## src/rtl/pcie_rst_seq_pkg.sv

```systemverilog
// -----------------------------------------------------------------------------
// pcie_rst_seq_pkg
// Shared constants for the PCIe link reset sequencer: sequencer state
// encoding, CSR register offsets relative to the block base address, CTRL
// bit positions, and a helper that maps a sequencer state to the set of
// links it has already released.
// -----------------------------------------------------------------------------
package pcie_rst_seq_pkg;

   typedef enum logic [2:0] {
      ST_HOLD   = 3'd0,
      ST_WAIT_A = 3'd1,
      ST_WAIT_B = 3'd2,
      ST_WAIT_C = 3'd3,
      ST_DONE   = 3'd4
   } seq_state_t;

   // Register offsets from BASE_ADDR
   localparam logic [4:0] OFS_CTRL  = 5'd0;
   localparam logic [4:0] OFS_DELAY = 5'd1;

   // CTRL bit positions
   localparam int CTRL_SW_RST_LSB = 0;
   localparam int CTRL_SW_RST_MSB = 2;
   localparam int CTRL_RESTART    = 6;
   localparam int CTRL_DONE       = 7;

   // Links released by the sequencer once it has reached a given state.
   // Bit 0 = link A, bit 1 = link B, bit 2 = link C.
   function automatic logic [2:0] released_links(input seq_state_t st);
      logic [2:0] rel;
      rel = 3'b000;
      case (st)
         ST_WAIT_B: rel = 3'b001;
         ST_WAIT_C: rel = 3'b011;
         ST_DONE:   rel = 3'b111;
         default:   rel = 3'b000;
      endcase
      return rel;
   endfunction

endpackage

```

## src/rtl/pcie_rst_seq_delay_cnt.sv

```systemverilog
// -----------------------------------------------------------------------------
// delay_cnt
// 8-bit down counter pacing the link releases.
// Ports:
//   clk, rst_n  : system clock, synchronous active-low reset (count -> 0)
//   load        : load load_val (has priority over dec)
//   load_val    : value to load
//   dec         : decrement request (caller gates this with ce)
//   cnt         : current count
//   zero        : count is 0
// -----------------------------------------------------------------------------
module delay_cnt (
   input  logic       clk,
   input  logic       rst_n,
   input  logic       load,
   input  logic [7:0] load_val,
   input  logic       dec,
   output logic [7:0] cnt,
   output logic       zero
);

   always_ff @(posedge clk) begin
      if (!rst_n) begin
         cnt <= 8'h00;
      end else if (load) begin
         cnt <= load_val;
      end else if (dec && !zero) begin
         // Holding at zero keeps the count from wrapping if a decrement
         // ever arrives on the cycle the owner is about to reload.
         cnt <= cnt - 8'd1;
      end
   end

   assign zero = (cnt == 8'h00);

endmodule

```

## src/rtl/pcie_rst_seq.sv

```systemverilog
// -----------------------------------------------------------------------------
// pcie_rst_seq
// Releases three PCIe link resets (A, then B, then C) after a programmable
// number of ce ticks each, with software override and restart via two CSRs.
// Ports:
//   clk, rst_n : system clock, synchronous active-low reset
//   ce         : one-cycle tick that paces the release delays
//   csr_a      : CSR address (block occupies BASE_ADDR and BASE_ADDR+1)
//   csr_di     : CSR write data
//   csr_we     : CSR write strobe
//   csr_do     : CSR read data, 0 when this block is not addressed
//   pcie_rst   : registered active-high link resets, bit0=A bit1=B bit2=C
//   seq_done   : high while the sequencer is in its DONE state
// Registers:
//   BASE+0 CTRL  : [2:0] SW_RST rw, [6] RESTART wo, [7] DONE ro
//   BASE+1 DELAY : release delay in ce ticks
// -----------------------------------------------------------------------------
module pcie_rst_seq
   import pcie_rst_seq_pkg::*;
#(
   parameter logic [4:0] BASE_ADDR = 5'h0,
   parameter logic [7:0] DFL_DELAY = 8'h20
) (
   input  logic       clk,
   input  logic       rst_n,
   input  logic       ce,
   input  logic [4:0] csr_a,
   input  logic [7:0] csr_di,
   input  logic       csr_we,
   output logic [7:0] csr_do,
   output logic [2:0] pcie_rst,
   output logic       seq_done
);

   localparam logic [4:0] ADDR_CTRL  = BASE_ADDR + OFS_CTRL;
   localparam logic [4:0] ADDR_DELAY = BASE_ADDR + OFS_DELAY;

   seq_state_t state_q;
   seq_state_t state_d;

   logic [2:0] sw_rst_q;
   logic [2:0] sw_rst_d;
   logic [7:0] delay_q;

   logic       sel_ctrl;
   logic       sel_delay;
   logic       wr_ctrl;
   logic       wr_delay;
   logic       restart;

   logic       cnt_load;
   logic       cnt_dec;
   logic [7:0] cnt;
   logic       cnt_zero;

   // ---------------------------------------------------------------- decode
   assign sel_ctrl  = (csr_a == ADDR_CTRL);
   assign sel_delay = (csr_a == ADDR_DELAY);
   assign wr_ctrl   = csr_we && sel_ctrl;
   assign wr_delay  = csr_we && sel_delay;
   assign restart   = wr_ctrl && csr_di[CTRL_RESTART];

   assign sw_rst_d  = wr_ctrl ? csr_di[CTRL_SW_RST_MSB:CTRL_SW_RST_LSB] : sw_rst_q;

   // --------------------------------------------------------- delay counter
   delay_cnt u_delay_cnt (
      .clk      (clk),
      .rst_n    (rst_n),
      .load     (cnt_load),
      .load_val (delay_q),
      .dec      (cnt_dec),
      .cnt      (cnt),
      .zero     (cnt_zero)
   );

   // ------------------------------------------------------ sequencer state
   always_ff @(posedge clk) begin
      if (!rst_n) begin
         state_q <= ST_HOLD;
      end else begin
         state_q <= state_d;
      end
   end

   // Restart beats a release landing on the same cycle. The counter reload
   // always uses the DELAY value already in the register, so a DELAY write
   // in flight only affects a later reload.
   always_comb begin
      state_d  = state_q;
      cnt_load = 1'b0;
      cnt_dec  = 1'b0;
      if (restart) begin
         state_d = ST_HOLD;
      end else begin
         case (state_q)
            ST_HOLD: begin
               state_d  = ST_WAIT_A;
               cnt_load = 1'b1;
            end
            ST_WAIT_A: begin
               if (cnt_zero) begin
                  state_d  = ST_WAIT_B;
                  cnt_load = 1'b1;
               end else begin
                  cnt_dec = ce;
               end
            end
            ST_WAIT_B: begin
               if (cnt_zero) begin
                  state_d  = ST_WAIT_C;
                  cnt_load = 1'b1;
               end else begin
                  cnt_dec = ce;
               end
            end
            ST_WAIT_C: begin
               if (cnt_zero) begin
                  state_d  = ST_DONE;
                  cnt_load = 1'b1;
               end else begin
                  cnt_dec = ce;
               end
            end
            ST_DONE: begin
               state_d = ST_DONE;
            end
            default: begin
               state_d = ST_HOLD;
            end
         endcase
      end
   end

   // ------------------------------------------------- CSRs and link outputs
   // pcie_rst is computed from the next state and next SW_RST so it changes
   // on the same edge as the state/CTRL register it reflects; seq_done then
   // rises together with the last release.
   always_ff @(posedge clk) begin
      if (!rst_n) begin
         sw_rst_q <= 3'b000;
         delay_q  <= DFL_DELAY;
         pcie_rst <= 3'b111;
      end else begin
         sw_rst_q <= sw_rst_d;
         if (wr_delay) begin
            delay_q <= csr_di;
         end
         pcie_rst <= ~released_links(state_d) | sw_rst_d;
      end
   end

   assign seq_done = (state_q == ST_DONE);

   // ------------------------------------------------------------- readback
   always_comb begin
      csr_do = 8'h00;
      if (sel_ctrl) begin
         csr_do[CTRL_SW_RST_MSB:CTRL_SW_RST_LSB] = sw_rst_q;
         csr_do[CTRL_DONE]                       = seq_done;
      end else if (sel_delay) begin
         csr_do = delay_q;
      end
   end

endmodule

```

## config.mk

```make
export PLATFORM = sky130hd
export DESIGN_NAME = pcie_rst_seq
export DESIGN_NICKNAME = d
export VERILOG_FILES = /design/src/rtl/pcie_rst_seq_pkg.sv /design/src/rtl/pcie_rst_seq_delay_cnt.sv /design/src/rtl/pcie_rst_seq.sv
export SDC_FILE = /design/constraint.sdc
export NUM_CORES = 1
export LEC_CHECK = 0
export BUFFER_PORTS_ARGS = -buffer_cell sky130_fd_sc_hd__buf_2
export CAP_MARGIN = 10
export CORE_MARGIN = 2
export CORE_UTILIZATION = 48
export DETAILED_ROUTE_END_ITERATION = 7
export GPL_TIMING_DRIVEN = 0
export PLACE_DENSITY = 0.86
export SETUP_SLACK_MARGIN = 0.2
export SLEW_MARGIN = 20
export SYNTH_ARGS = -nofsm -noshare
export SYNTH_HDL_FRONTEND = slang
export SYNTH_SLANG_ARGS = --single-unit
```

## constraint.sdc

```tcl
create_clock -name clk -period 1.77 [get_ports clk]
set_input_delay 0.0885 -clock clk [delete_from_list [all_inputs] [get_ports clk]]
set_output_delay 0.0885 -clock clk [all_outputs]
set_load 0.01 [all_outputs]
```

* Yosys cells after proc, flatten, opt, wreduce, memory -nomap -nowiden
Index checks and enable logic that the tools add are counted.
** Storage, ports and cells
- Bits in registers :: 25
** Cells by class
- Add/sub/neg operators :: 1
- Eq/ne operators :: 8
- Muxes and demuxes :: 20
- Bitwise gates (word level) :: 2
- Reductions and logical operators :: 10
** Operators with widths (number)
- two-way mux 8 bit :: 3
- two-way mux 3 bit :: 7
- case mux 3 bit (5 select lines) :: 1
- equality test 3 x 2 -> 1 bit (second input constant) :: 4
- case mux 3 bit (3 select lines) :: 1
- zero test 8 bit :: 1
- subtractor 8 x 1 -> 8 bit (second input constant) :: 1
- equality test 3 bit (second input constant) :: 2
- two-way mux 1 bit :: 6
- equality test 5 x 1 -> 1 bit (second input constant) :: 1
- zero test 5 bit :: 1
- logical AND 1 bit :: 4
- two-way mux 4 bit :: 1
- equality test 3 x 1 -> 1 bit (second input constant) :: 1
- zero test 3 bit :: 1
- NOT 3 bit :: 1
- bitwise OR 3 bit :: 1
- OR reduction 3 bit :: 1
- case mux 1 bit (2 select lines) :: 1
- nonzero test 2 bit :: 1
- zero test 1 bit :: 1

* Depth between registers and ports, before layout
Gate-level depths: netlist of run 1.
- Depth after elaboration :: 9
- Gate-level depth with buffers :: 7
- Mapped depth without buffers :: 6

* Cells and area by module
Synthesis of run 1 repeated with hierarchy kept, for this count alone.
** Second synthesis, totals
- Cell total of the unflattened synthesis :: 144
- Area total of the unflattened synthesis :: 1267.5 um2
** Modules (own cells, without submodules)
- pcie_rst_seq :: times used 1, cells an instance 86, area an instance 759.5 um2, seq. area each 340.3 um2
- delay_cnt :: times used 1, cells an instance 58, area an instance 508.0 um2, seq. area each 160.2 um2

* Worst setup path after synthesis of run 1
OpenSTA, ideal clock, no wires.
- Path type :: flip-flop to flip-flop
- Start :: reg u_delay_cnt.cnt[0]
- End :: reg u_delay_cnt.cnt[1]
- Data arrival time :: 1518 ps
- Required time :: 1643 ps
- Slack :: 124 ps
- Stages on the path, launching flop included :: 8
- Cells stage by stage :: dfxtp_1 -> inv_1 -> ha_1 -> nor3b_1 -> a21oi_2 -> buf_4 -> a21oi_1 -> o22ai_1
** On the way
- Word-level cells in the longest chain between the ends :: 6
** Ends and longest elaborated chain
- from (decl) :: RTL line pcie_rst_seq_delay_cnt.sv:18 : output logic [7:0] cnt,
- from (signal assigned) :: RTL line pcie_rst_seq_delay_cnt.sv:26 : cnt <= load_val;
- from (signal assigned) :: RTL line pcie_rst_seq_delay_cnt.sv:30 : cnt <= cnt - 8'd1;
- parallel branches: the longest is 6 deep, another holds subtractor 8 x 1 -> 8 bit
Several ways; the timed one is not identified. The select of a mux whose other input is x is not followed.
A chain may end at the register's enable or synchronous reset.

* Worst setup path in the final report of run 1
- Start :: reg state_q[1]
- End :: out csr_do[7]
** On the way
- Word-level cells in the longest chain between the ends :: 2
** Ends and longest elaborated chain
- from (decl) :: RTL line pcie_rst_seq.sv:38 : seq_state_t state_q;
- from (signal assigned) :: RTL line pcie_rst_seq.sv:81 : state_q <= state_d;
- equality test 3 bit :: RTL line pcie_rst_seq.sv:152 : assign seq_done = (state_q == ST_DONE);
- two-way mux 1 bit :: RTL line pcie_rst_seq.sv:157 : if (sel_ctrl) begin
- to (decl) :: RTL line pcie_rst_seq.sv:30 : output logic [7:0] csr_do,
No other way between the ends.

==> impl_metrics.json, run 1 <==
{
  "status": "finished, violations left",
  "violations": "negative hold slack",
  "setup_viol": 0,
  "wl_per_cell_um": 15.98,
  "worst_pin_slew_ns": 0.5610,
  "worstRegToRegCells": 4,
  "yosys_most_used_dff": "dfxtp_1",
  "finalNetCount": 220,
  "drt_iter0_markers": 24,
  "io_buffers": 28,
  "row_count": 19,
  "dp.cells": 214,
  "final_antenna_net_count": 0,
  "whs_ns": -0.003584,
  "critPathCaptureType": "output port",
  "n_antenna_cell": 0,
  "fin_cells": 231,
  "die_y_um": 57.84,
  "fin_ws_ns": 0.1772,
  "path_class": "register to output port",
  "power_density_nw_per_um2": 1391,
  "final_area_um2": 1813,
  "yosysSeqAreaShare_pct": 35.97,
  "grt_usage_pct": 22.55,
  "path_clk_slew_ns": 0.15,
  "place_ws_ns": 0.02953,
  "synth_area_leaders": "dfxtp_1 36%, mux2i_1 14%, nor2b_1 5.4%",
  "synth_edf_count": 0,
  "worstPathArrival_ns": 1.50,
  "io_pins": 29,
  "grt-ovfl-total": 0,
  "synth-seq-cells": 25,
  "hold_violations": 1,
  "syn_to_final_growth_pct": 30.31,
  "worst_skew_pair.late_latency_ns": 0.33,
  "synth_nets": 174,
  "yosys.area_share.simple_pct": 28.96,
  "skew_ns": 0.01101,
  "r2r_slack_ns": 0.19,
  "tns_ns": 0,
  "clock-sinks": 25,
  "synth_top_cell_area_share_pct": 35.97,
  "hold_path.class": "primary input to register",
  "yosysWarnings": 0,
  "hpwl_um": 2354,
  "syn_area_per_cell_um2": 8.976,
  "crit_required_ns": 1.68,
  "p_leak_nw": 0.8309,
  "globalplace.congestion": 0.8496,
  "vias": 1307,
  "period_share_pct": 89.99,
  "routed_wirelength_um": 3692,
  "die_x_um": 57.84,
  "synth-async-reset-ratio_pct": 0,
  "cts_tree": "done",
  "drcViolationCount": 0,
  "synth_top_family_by_area": "simple AND/OR/NAND/NOR gates",
  "synth_xor_area_share_pct": 0.6295,
  "coreArea_um2": 2758,
  "viasPerCell": 5.658,
  "synthDistinctLibCells": 47,
  "final.min_clock_period_ns": 1.593,
  "antenna_found_initial": 0,
  "final_util_pct": 65.74,
  "netlist_instances": 155,
  "path_max_fanout": 2,
  "muxShareOfSynthArea_pct": 13.67,
  "grt_max_degree": 16,
  "first_global_vias": 1272,
  "yosysTopAreaCell": "dfxtp_1",
  "finalMaxSlewViolations": 0,
  "start_kind": "register",
  "cap_violations": 0,
  "synth_compound_area_share_pct": 14.57,
  "drive_gt1_share_pct": 38.50,
  "ir_drop_mv": 1.095,
  "cts_htree_levels": 1,
  "clock_path_buffers": 2,
  "initial_core_util_pct": 50.45,
  "slew_headroom_pct": 62.07,
  "root_buffer": "clkbuf_4",
  "place_area_um2": 1575,
  "rsz0062_at_grt": "true",
  "min_path_cells": 3,
  "power_mw": 2.522,
  "dieArea_um2": 3345,
  "cts_buffers": 3,
  "grt_pass1_wl_um": 5913,
  "timing.fmax_mhz": 627.8,
  "yosys.area_share.adder_pct": 1.799,
  "firstDrtPassIters": 4,
  "syn_area_um2": 1391
}
-- area by class of cell --
class                      instances  area, um^2
clock buffer                       3       22.52
sequential                        25       515.5
tap                               31       38.79
timing repair buffer              41       247.7
multi-input combinational        117       909.6
fill                             204       944.7
inverter                           7       26.28
buffer                             6       45.04
clock inverter                     1       7.507
-- path summary, 6_finish.rpt --
path                                   startpoint                               to
setup reg to reg  u_delay_cnt.cnt[3]$_SDFFE_PN0P_  u_delay_cnt.cnt[7]$_SDFFE_PN0P_
setup / recovery            state_q[1]$_SDFF_PN0_                        csr_do[7]
hold reg to reg   u_delay_cnt.cnt[1]$_SDFFE_PN0P_  u_delay_cnt.cnt[1]$_SDFFE_PN0P_
hold / removal                          csr_di[7]          delay_q[7]$_SDFFE_PN0P_
-- layout by cell type, fill, tap and decap left out, drive strengths merged, types with 3 or more instances in the layout --
master,Yosys,layout
mux2i,19,19
nand3,5,5
and3,4,4
o22ai,6,6
o211ai,3,3
clkbuf,3,6
inv,7,7
or4,3,3
dfxtp,25,25
nor2,10,10
nand2,10,10
nor2b,12,12
nor3,3,3
buf,3,43
a21oi,9,9
nor4,4,4
-- state kept, by name (all words and copies together), names as in the netlist --
register / flops
state_q: 3
sw_rst_q: 3
u_delay_cnt.cnt: 8
delay_q: 8
pcie_rst: 3
-- worst max-delay path: stages (launching register included) --
cell	delay (ns)
dfxtp_2	0.35
buf_6	0.11
or3b_4	0.37
nor2_2	0.08
a21oi_1	0.05
nor2_1	0.09
buf_2	0.13
-- per-layer routing --
| layer | vias to the layer above | wire length [um] | GRT usage (%) |
|---|---|---|---|
| li1 | 656 | - | - |
| met1 | 604 | 1640 | 28.57 |
| met2 | 42 | 1861 | 38.96 |
| met3 | 5 | 158 | 3.125 |
| met4 | 0 | 31 | 8.306 |
| met5 | - | 0 | 0 |
-- cell usage after synthesis, types with 2 or more instances --
cell type / count
dfxtp_1: 25
mux2i_1: 19
nor2b_1: 12
nand2_1: 10
nor2_1: 10
a21oi_1: 8
inv_1: 7
o22ai_1: 6
and3_1: 4
nand3_1: 4
clkbuf_1: 3
nor3_1: 3
o211ai_1: 3
a21o_1: 2
a31oi_1: 2
ha_1: 2
nand4_1: 2
nor4_4: 2
or2_2: 2
or4_1: 2
-- report_power, final --
| group | internal, mW | switching [mW] |
|---|---|---|
| clock network | 0.0866 | 0.186 |
| registers | 0.670 | 0.0841 |
| logic | 0.760 | 0.735 |
| total | 1.52 | 1.01 |
-- cell families after synthesis --
family                   count (synthesis)
AND/OR/NAND/NOR                         64
AO/OA/AOI/OAI                           31
flip-flops                              25
multiplexers                            19
buffers and inverters                   13
adder cells (fa/ha/maj)                  2
XOR/XNOR                                 1
-- what timing repair did --
action,4_1_cts,5_1_grt
setup buffers,11,0
hold buffers,1,0
setup endpoints to repair,13,14
pin swaps,5,11
resized for setup,14,20
cloned,1,0
hold endpoints to repair,1,0
Power figures use the tool's default switching activity.
==> inputs of run 2 (changes only) <==
==> constraint.sdc (replaced) <==
create_clock -name clk -period 1.77 [get_ports clk]
set_input_delay 0.2655 -clock clk [delete_from_list [all_inputs] [get_ports clk]]
set_output_delay 0.2655 -clock clk [all_outputs]
set_load 0.01 [all_outputs]
==> impl_metrics.json, run 2 (synthesis results as in run 1) <==
{
  "path_clk_slew_ns": 0.14,
  "critPathCaptureType": "output port",
  "clock_path_buffers": 2,
  "io_buffers": 28,
  "firstDrtPassIters": 5,
  "io_pins": 29,
  "drive_gt1_share_pct": 36.55,
  "skew_ns": 0.005266,
  "fin_cells": 228,
  "nFillCells": 208,
  "final_cell_mix": "28 x buf_2, 19 x mux2i_1, 18 x dfxtp_1",
  "final_util_pct": 63.66,
  "top_regs": "delay_q x8, u_delay_cnt.cnt x8",
  "whs_ns": 0.1555,
  "first_global_vias": 1209,
  "cpMaxStageDelayCell": "or3b_4",
  "grt_pass1_wl_um": 5589,
  "setup_viol": 1,
  "p_leak_nw": 0.8071,
  "globalplace.congestion": 0.8496,
  "dp.cells": 214,
  "die_y_um": 57.84,
  "path_cells": "buf_6, or3b_4, nor2_2, a21oi_2, nor2_1, buf_2",
  "crit_buf_inv": 2,
  "finalNetCount": 217,
  "status": "finished, violations left",
  "worst_pin_slew_ns": 0.5674,
  "start_kind": "register",
  "crit_required_ns": 1.50,
  "worstPathArrival_ns": 1.53,
  "initial_core_util_pct": 50.45,
  "violations": "negative setup slack",
  "multi_input_area_um2": 888.4,
  "antenna_found_initial": 0,
  "drt_iter0_markers": 30,
  "power_density_nw_per_um2": 1322,
  "timing.fmax_mhz": 558.4,
  "routed_wirelength_um": 3559,
  "path_max_fanout": 2,
  "grt_max_degree": 16,
  "regArea_um2": 511.7,
  "cts_tree": "done",
  "final_antenna_net_count": 0,
  "hold_path.class": "primary input to register",
  "hold_violations": 0,
  "critPathTopFamily": "simple AND/OR/NAND/NOR gates",
  "clock-sinks": 25,
  "vias": 1319,
  "mostFrequentLayoutCell": "buf_2",
  "die_x_um": 57.84,
  "fin_ws_ns": -0.02081,
  "grt_usage_pct": 21.21,
  "cap_violations": 0,
  "worst_skew_pair.late_latency_ns": 0.32,
  "slowest_delay_ns": 0.38,
  "dieArea_um2": 3345,
  "syn_to_final_growth_pct": 26.17,
  "row_count": 19,
  "ir_drop_mv": 1.037,
  "drcViolationCount": 0,
  "slew_headroom_pct": 62.17,
  "path_class": "register to output port",
  "grt-ovfl-total": 0,
  "cts_buffers": 3,
  "rsz0062_at_grt": "true",
  "wl_per_cell_um": 15.61,
  "viasPerCell": 5.785,
  "root_buffer": "clkbuf_4",
  "coreArea_um2": 2758,
  "tns_ns": -0.02081,
  "period_share_pct": 101.2,
  "finalMaxSlewViolations": 0,
  "final.min_clock_period_ns": 1.791,
  "cts_htree_levels": 1,
  "hpwl_um": 2354,
  "n_antenna_cell": 0
}
## run 2: cell count changes in the layout (fill, tap and decap cells not counted), sizes merged
cell	change
buf	-2
dlygate4sd3	-1
## run 2: per-layer routing
metal	track usage, %	wire length [um]
met5	0	0
met4	7.641	31
met3	3.125	159
met2	35.88	1776
met1	27.49	1591
## run 2: final cells by class
type                            count  share of cell area [%]
Buffer                              6                   2.566
Clock buffer                        3                   1.283
Clock inverter                      1                  0.4277
Inverter                            7                   1.497
Multi-Input combinational cell    117                   50.61
Sequential cell                    25                   29.15
Tap cell                           31                   2.210
Timing Repair Buffer               38                   12.26
## run 2: stage by stage
stage | area, um^2 | setup slack (ns) | total power [mW]
global placement | 1575 | 0.06154 | 1.695
CTS | 1688 | -0.02269 | 2.180
finish | 1755 | -0.02081 | 2.320
global route | 1755 | -0.07749 | 2.453
floorplan | 1396 | 0.2099 | 1.525
detailed placement | 1575 | 0.01131 | 1.718
## run 2: worst paths after layout
kind | startpoint | slack [ns] | cells past startpoint | endpoint
min reg2reg | u_delay_cnt.cnt[1]$_SDFFE_PN0P_ | 0.51 | 2 | u_delay_cnt.cnt[1]$_SDFFE_PN0P_
max reg2reg | u_delay_cnt.cnt[5]$_SDFFE_PN0P_ | 0.16 | 4 | u_delay_cnt.cnt[7]$_SDFFE_PN0P_
max | state_q[1]$_SDFF_PN0_ | -0.02 | 6 | csr_do[7]
min | csr_di[5] | 0.16 | 3 | delay_q[5]$_SDFFE_PN1P_
## run 2: worst register-to-register path, delay by kind of cell, from the launching register on
kind / cells / cell delay, ns
AND/OR/NAND/NOR: 2 / 0.91
flip-flops: 1 / 0.39
AO/OA/AOI/OAI: 2 / 0.21
## run 2: repair_timing
item,4_1_cts,5_1_grt
setup endpoints to repair,13,15
setup buffers,5,4
cloned,1,0
hold buffers,0,0
pin swaps,5,6
gates resized for setup,14,11
## run 2: report_power, final
group | switching (mW) | total [mW] | leakage, nW | internal [mW]
Combinational | 0.641 | 1.29 | 0.587 | 0.649
Clock | 0.179 | 0.265 | 0.0139 | 0.0865
Sequential | 0.0968 | 0.764 | 0.206 | 0.667
